--- config.mk ---
export PLATFORM = sky130hd
export DESIGN_NAME = serialtopar_sync
export DESIGN_NICKNAME = d
export VERILOG_FILES = /design/src/rtl/serialtopar_sync.sv
export SDC_FILE = /design/constraint.sdc
export NUM_CORES = 1
export LEC_CHECK = 0
export CORE_ASPECT_RATIO = 1.2
export CORE_MARGIN = 5
export CORE_UTILIZATION = 28
export CTS_CLUSTER_DIAMETER = 50
export DETAILED_ROUTE_END_ITERATION = 8
export PLACE_DENSITY = 0.55
export SYNTH_ARGS = -nofsm -noshare
export SYNTH_HDL_FRONTEND = slang
export SYNTH_SLANG_ARGS = --single-unit
--- constraint.sdc ---
create_clock -name clk_32f -period 4.8 [get_ports clk_32f]
set_clock_uncertainty 0.05 [all_clocks]
set_input_delay 0.72 -clock clk_32f [delete_from_list [all_inputs] [get_ports clk_32f]]
set_output_delay 0.72 -clock clk_32f [all_outputs]
set_load 0.02 [all_outputs]
--- src/rtl/serialtopar_sync.sv ---
// serialtopar_sync -- serial-to-parallel converter with comma-based word
// alignment for the PHY receive path (bit-clock domain).
//
// Hunts for COMMA at any bit offset, locks framing after LOCK_CNT aligned
// commas, then emits aligned parallel words with a one-cycle valid strobe.
// Also tracks IDLE symbols.
//
// Optional feature: define SERIALTOPAR_LOSS_DETECT_EN to drop lock after
// LOSS_CNT off-boundary commas seen while LOCKED. The block then realigns
// on the offending comma. Without the macro, LOCKED is terminal until reset.
//
// Ports:
//   clk_32f    in   serial bit clock, all logic on posedge
//   reset      in   asynchronous active-high reset
//   serial_in  in   serial data, MSB of each word first
//   data_out   out  last aligned word (WORD_W bits)
//   valid_out  out  one-cycle pulse, new word on data_out while locked
//   idle_out   out  idle status (set by IDLE_SYM, cleared by COMMA)
//   locked     out  high in state LOCKED
//   comma_det  out  registered pulse on a comma match at any offset
module serialtopar_sync #(
    parameter int                WORD_W   = 8,
    parameter logic [WORD_W-1:0] COMMA    = 8'hBC,
    parameter logic [WORD_W-1:0] IDLE_SYM = 8'h7C,
    parameter int                LOCK_CNT = 4,
    parameter int                LOSS_CNT = 3
) (
    input  logic              clk_32f,
    input  logic              reset,
    input  logic              serial_in,
    output logic [WORD_W-1:0] data_out,
    output logic              valid_out,
    output logic              idle_out,
    output logic              locked,
    output logic              comma_det
);

    localparam int BCW = $clog2(WORD_W);
    localparam int CCW = $clog2(LOCK_CNT + 1);

    typedef enum logic [1:0] {HUNT, ALIGN, LOCKED} state_t;

    state_t            state_q, state_d;
    logic [WORD_W-1:0] sh_q, sh_d;
    logic [BCW-1:0]    bit_cnt_q, bit_cnt_d;
    logic [CCW-1:0]    comma_cnt_q, comma_cnt_d;
    logic [WORD_W-1:0] data_q, data_d;
    logic              valid_q, valid_d;
    logic              idle_q, idle_d;
    logic              comma_det_q, comma_det_d;

`ifdef SERIALTOPAR_LOSS_DETECT_EN
    localparam int MCW = $clog2(LOSS_CNT + 1);
    logic [MCW-1:0]    miss_cnt_q, miss_cnt_d;
`endif

    logic [WORD_W-1:0] cand;
    logic              is_comma, is_idle, boundary;

    always_comb begin
        cand     = {sh_q[WORD_W-2:0], serial_in};
        is_comma = (cand == COMMA);
        is_idle  = (cand == IDLE_SYM);
        boundary = (bit_cnt_q == BCW'(WORD_W - 1));

        state_d     = state_q;
        sh_d        = cand;
        bit_cnt_d   = boundary ? '0 : bit_cnt_q + 1'b1;
        comma_cnt_d = comma_cnt_q;
        data_d      = data_q;
        valid_d     = 1'b0;
        idle_d      = idle_q;
        comma_det_d = is_comma;
`ifdef SERIALTOPAR_LOSS_DETECT_EN
        miss_cnt_d  = miss_cnt_q;
`endif

        case (state_q)
            HUNT: begin
                if (is_comma) begin
                    state_d     = ALIGN;
                    bit_cnt_d   = '0;
                    comma_cnt_d = CCW'(1);
                end
            end
            ALIGN: begin
                if (boundary) begin
                    data_d = cand;
                    if (is_comma) begin
                        if (comma_cnt_q >= CCW'(LOCK_CNT - 1)) begin
                            // The locking word itself is delivered as valid.
                            state_d     = LOCKED;
                            comma_cnt_d = CCW'(LOCK_CNT);
                            valid_d     = 1'b1;
                            idle_d      = 1'b0;
                        end else begin
                            comma_cnt_d = comma_cnt_q + 1'b1;
                        end
                    end
                end else if (is_comma) begin
                    // Comma at a new offset: restart framing on it.
                    bit_cnt_d   = '0;
                    comma_cnt_d = CCW'(1);
                end
            end
            LOCKED: begin
                if (boundary) begin
                    data_d  = cand;
                    valid_d = 1'b1;
                    // Comma checked first so it wins if COMMA == IDLE_SYM.
                    if (is_comma) begin
                        idle_d = 1'b0;
`ifdef SERIALTOPAR_LOSS_DETECT_EN
                        miss_cnt_d = '0;
`endif
                    end else if (is_idle) begin
                        idle_d = 1'b1;
                    end
                end
`ifdef SERIALTOPAR_LOSS_DETECT_EN
                else if (is_comma) begin
                    if (miss_cnt_q >= MCW'(LOSS_CNT - 1)) begin
                        // Realign on this comma.
                        state_d     = ALIGN;
                        bit_cnt_d   = '0;
                        comma_cnt_d = CCW'(1);
                        miss_cnt_d  = '0;
                        idle_d      = 1'b0;
                    end else begin
                        miss_cnt_d = miss_cnt_q + 1'b1;
                    end
                end
`endif
            end
            default: state_d = HUNT;
        endcase
    end

    always_ff @(posedge clk_32f or posedge reset) begin
        if (reset) begin
            state_q     <= HUNT;
            sh_q        <= '0;
            bit_cnt_q   <= '0;
            comma_cnt_q <= '0;
            data_q      <= '0;
            valid_q     <= 1'b0;
            idle_q      <= 1'b0;
            comma_det_q <= 1'b0;
`ifdef SERIALTOPAR_LOSS_DETECT_EN
            miss_cnt_q  <= '0;
`endif
        end else begin
            state_q     <= state_d;
            sh_q        <= sh_d;
            bit_cnt_q   <= bit_cnt_d;
            comma_cnt_q <= comma_cnt_d;
            data_q      <= data_d;
            valid_q     <= valid_d;
            idle_q      <= idle_d;
            comma_det_q <= comma_det_d;
`ifdef SERIALTOPAR_LOSS_DETECT_EN
            miss_cnt_q  <= miss_cnt_d;
`endif
        end
    end

    assign data_out  = data_q;
    assign valid_out = valid_q;
    assign idle_out  = idle_q;
    assign locked    = (state_q == LOCKED);
    assign comma_det = comma_det_q;

endmodule

After elaboration in Yosys (flattened, before gate mapping)
Cells that the tools add are included.
Word-level totals
  register bits: 26
  input port bits: 3
  output and inout bits: 12
  logic and storage cells: 58
Operators by class
  $add $sub $neg: 2
  magnitude comparators: 1
  equal/unequal tests: 12
  muxes and demuxes: 26
  bitwise gates (word level): 1
  reduce and logical (&&, ||, !) cells: 8
Operators with widths (count)
  two-way mux 3 bit: 7
  one-hot mux 3 bit (2 select lines): 2
  two-way mux 1 bit: 10
  == test 8 x 7 -> 1 bit (second input constant): 1
  == test 8 bit (second input constant): 1
  two-way mux 2 bit: 4
  inequality test 2 bit (second input constant): 4
  adder 3 x 1 -> 3 bit (second input constant): 2
  one-hot mux 2 bit (3 select lines): 1
  AND reduction 6 bit: 1
  AND reduction 5 bit: 1
  one-hot mux 1 bit (2 select lines): 2
  AND reduction 2 bit: 2
  nonzero test 2 bit: 2
  == test 3 bit (second input constant): 1
  >= comparator 3 x 2 -> 1 bit (second input constant): 1
  inequality test 3 x 1 -> 1 bit (second input constant): 1
  inequality test 3 bit (second input constant): 1
  == test 2 x 1 -> 1 bit (second input constant): 1
  == test 2 bit (second input constant): 1
  zero test 2 bit: 1
  inequality test 2 x 1 -> 1 bit (second input constant): 1
  OR reduction 2 bit: 1
  NOT 1 bit: 1

Logic depth before layout (Yosys ltp)
  word-level depth: 5
  depth in mapped cells: 7

Least setup slack after synthesis
Ideal clock, no wire load.
  path kind: register to register
  start point: register comma_cnt_q[0]
  end point: register state_q[1]
  arrival time: 1.711 ns
  setup slack: 2.914 ns
  stages on the path, launching flop included: 7
  buffers on the path: 0
  period minus slack after synthesis: 1.886 ns
  path through: dfrtp_1 > ha_1 > ha_1 > a211oi_1 > nor3_1 > o22ai_2 > mux2_4
On the way
  word-level cells in the longest chain between the ends: 3
Ends and longest elaborated chain
  start: declaration: line 46  | logic [CCW-1:0] comma_cnt_q, comma_cnt_d;
  start signal: assignment: line 156  | comma_cnt_q <= comma_cnt_d;
  >= comparator 3 x 2 -> 1 bit: line 90  | if (comma_cnt_q >= CCW'(LOCK_CNT - 1)) begin
  inequality test 2 bit (no source line)
  AND reduction 5 bit (no source line)
  end signal: assignment: line 153  | state_q <= state_d;
  end: declaration: line 43  | state_t state_q, state_d;
No other way between the ends.
A chain may end at the register's enable or synchronous reset.

Worst setup path in the final report
  start point: register state_q[0]
  end point: output port locked
On the way
  word-level cells in the longest chain between the ends: 1
Ends and longest elaborated chain
  == test 2 bit: line 170  | assign locked = (state_q == LOCKED);
  end: declaration: line 34  | output logic locked,
No other way between the ends.

==> flow_metrics.env <==
export IMPL_netlist_cell_type_count=33
export IMPL_timing_hold_worst_class="flip-flop to flip-flop"
export IMPL_final_layout_size_suffix_gt1_share_pct=13.6
export IMPL_detail_route_wirelength_um=1970
export IMPL_netlist_top_cells_area="sky130_fd_sc_hd__dfrtp_1 (57%), sky130_fd_sc_hd__ha_1 (8.8%), sky130_fd_sc_hd__mux2_2 (5.0%)"
export IMPL_grt_max_degree=27
export IMPL_gp_congestion=0.861
export IMPL_overflow=0
export IMPL_grt_first_pass_wirelength_um=3390
export IMPL_synth_nets=97
export IMPL_asr_flop_ratio_synth_pct=100
export IMPL_min_tclk_post_route_ps=2540
export IMPL_netlist_area_um2=1130
export IMPL_end_kind="primary output"
export IMPL_cell_accounting_for_the_most_synthesized_area="sky130_fd_sc_hd__dfrtp_1"
export IMPL_maxUsedRoutingLayer="met4"
export IMPL_met3_wirelength_um=122
export IMPL_fin_total_pwr_uw=702
export IMPL_clk_path_buf_depth=2
export IMPL_p_leak_nw=0.626
export IMPL_yosysWarnings=0
export IMPL_setup_viol_count_final=0
export IMPL_worst_skew_pair_late_latency_ps=270
export IMPL_htree_levels=1
export IMPL_combinational_family_with_the_most_area_after_synthesis="simple AND/OR/NAND/NOR gates"
export IMPL_synthTopCellsByCount="sky130_fd_sc_hd__dfrtp_1 (26), sky130_fd_sc_hd__ha_1 (8), sky130_fd_sc_hd__inv_1 (6), sky130_fd_sc_hd__mux2_2 (5), sky130_fd_sc_hd__nor2_1 (4)"
export IMPL_rr_endpoint="state_q[1]"
export IMPL_min_period_over_period_pct=52.9
export IMPL_worst_setup_path_type="flip-flop to primary output"
export IMPL_grt_pass1_vias=745
export IMPL_met2WireLength_um=967
export IMPL_final_net_count=115
export IMPL_min_delay_worst_endpoint="sh_q[4]"
export IMPL_die_x_um=68.1
export IMPL_hp_start="sh_q[3]"
export IMPL_synth_fa_ha_area_share_pct=8.83
export IMPL_yosys_area_top_type_share_pct=57.4
export IMPL_report_final_slew_viol_count=0
export IMPL_critical_path_required_ps=4030
export IMPL_drc=0
export IMPL_setup_worst_path_start_class="flip-flop"
export IMPL_vias_per_cell=4.55
export IMPL_cts_sinks=26
export IMPL_regToRegSetupSlack_ps=2660
export IMPL_power_density_nw_per_um2=499
export IMPL_post_cts_buffers=0
export IMPL_grt_setup_unrepaired="false"
export IMPL_cts_tree="built"
export IMPL_reg2reg_depth=6
export IMPL_tightestPinTransition_ps=946
export IMPL_crit_path_max_fanout=8
export IMPL_place_detailed_instances=153
export IMPL_chipHeight_um=79.7
export IMPL_worstReg2RegStart="comma_cnt_q[0]"
export IMPL_timing_final_hold_violations=0
export IMPL_antenna_found_initial=0
export IMPL_drv_cap=0
export IMPL_holdPathStages=0
export IMPL_initial_utilization_pct=28.8
export IMPL_synth_mux_area_fraction_pct=9.27
export IMPL_layout_cell_area_non_filler_um2=1410
export IMPL_yosys_area_share_xor_xnor_pct=0
export IMPL_detailedPlacementHpwl_um=1440
export IMPL_yosys_cell_count_top_type="sky130_fd_sc_hd__dfrtp_1"
export IMPL_final_worst_setup_slack_ps=2260
export IMPL_cts_made_buffers=3
export IMPL_synthCells=86
export IMPL_syn_area_per_cell_um2=13.2
export IMPL_area_growth_pct=24.3
export IMPL_placed_cell_area_um2=1340
export IMPL_cts_hold_fix_buffers=0
export IMPL_post_synth_and_or_nand_nor_area_fraction_pct=13.0
export IMPL_cts_root_buffer_cell="sky130_fd_sc_hd__clkbuf_8"
export IMPL_drt_first_pass_iters=4
export IMPL_synth_seq_cells=26
export IMPL_count_of_inserted_antenna_diode_cells=0
export IMPL_grt_usage_pct=8.36
export IMPL_final_cells=157
export IMPL_synthFlopType="sky130_fd_sc_hd__dfrtp_1"
export IMPL_cts_resized=0
export IMPL_path_clk_slew_ps=90
export IMPL_max_slew_margin_rel_pct=36.8
export IMPL_routedLengthMet1_um=829
export IMPL_iteration_0_drc_count_of_the_detailed_router=16
export IMPL_timing_setup_tns_ps=0
export IMPL_ir_worst_vdd_mv=0.258
export IMPL_worst_ep_arrival_time_ps=1770
export IMPL_synth_seq_area_share_pct=57.4
export IMPL_io_buffers=14
export IMPL_routed_wire_length_per_instance_um=12.6
export IMPL_max_clock_freq_mhz=394
export IMPL_via_count=715
export IMPL_antenna_violating_nets_post_route=0
export IMPL_floorplan_die_area_um2=5430
export IMPL_placement_setup_worst_slack_ps=2360
export IMPL_fp_coreArea_um2=3940
export IMPL_synth_compound_gate_area_share_pct=9.16
export IMPL_synth_enable_flop_cells=0
export IMPL_number_of_primary_i_o_pins=15
export IMPL_run_status="completed"
export IMPL_std_cell_rows=25
flip-flops by register name, summed over array words and instances (netlist names):
| register | flops |
|---|---|
| comma_det | 1 |
| valid_out | 1 |
| comma_cnt_q | 3 |
| state_q | 2 |
| idle_out | 1 |
| sh_q | 7 |
| bit_cnt_q | 3 |
| data_out | 8 |
worst max-delay path, stage by stage (launching register included):
cell and delay (ps):
sky130_fd_sc_hd__dfrtp_1 420, sky130_fd_sc_hd__inv_1 100, sky130_fd_sc_hd__ha_1 310, sky130_fd_sc_hd__clkdlybuf4s50_1 670
cell usage in the layout (no fill, tap or decap), types with 2 or more instances in the layout:
cell type,count
sky130_fd_sc_hd__dfrtp_1,26
sky130_fd_sc_hd__clkdlybuf4s50_1,14
sky130_fd_sc_hd__ha_1,8
sky130_fd_sc_hd__inv_1,6
sky130_fd_sc_hd__mux2_2,5
sky130_fd_sc_hd__nor2_1,4
sky130_fd_sc_hd__nand2_1,3
sky130_fd_sc_hd__mux2_1,3
sky130_fd_sc_hd__nor3_1,3
sky130_fd_sc_hd__clkbuf_8,3
sky130_fd_sc_hd__a31oi_1,2
sky130_fd_sc_hd__nor2b_1,2
sky130_fd_sc_hd__and2_1,2
kinds of logic (layout without fill, tap and decap cells):
group / count (synthesis) / in the layout
buffers and inverters: 7 / 24
and+or+nand+nor: 23 / 23
adders and majority gates: 8 / 8
AOI/OAI and AO/OA: 13 / 13
DFF: 26 / 26
muxes: 9 / 9
per-layer routing:
| layer | GRT usage [%] | vias to the layer above |
|---|---|---|
| met2 | 13.1 | 20 |
| met4 | 5.17 | 0 |
| met5 | 0 | - |
| li1 | - | 343 |
| met3 | 2.54 | 6 |
| met1 | 9.73 | 346 |
through the flow:
step | hold WS [ps] | util (%)
3_3_place_gp | 355 | 33.9
6_report | 367 | 35.7
4_1_cts | 375 | 35.7
3_5_place_dp | 353 | 33.9
2_1_floorplan | 332 | -
5_1_grt | 387 | 35.7
where the power goes:
group          switching, mW  internal (mW)
sequential            0.0268          0.269
combinational          0.113          0.115
clock                 0.0663          0.111
total                  0.206          0.496
how the worst max path moves through the flow:
stage	start	to	slack [ps]
finish	state_q[0]	locked	2260
global route	state_q[0]	locked	2190
CTS	state_q[0]	locked	2240
detailed placement	serial_in	state_q[1]	2360
global placement	serial_in	state_q[1]	2390
floorplan	comma_cnt_q[0]	state_q[1]	2910
layout make-up:
class,count,area [um2]
fillers,418,2530
flip-flops and latches,26,651
multi-input cells,53,457
repair buffers,14,140
well taps,54,67.6
clock buffers,3,41.3
clock inverters,1,30.0
inverters,6,22.5
(Power assumes the default switching activity.)
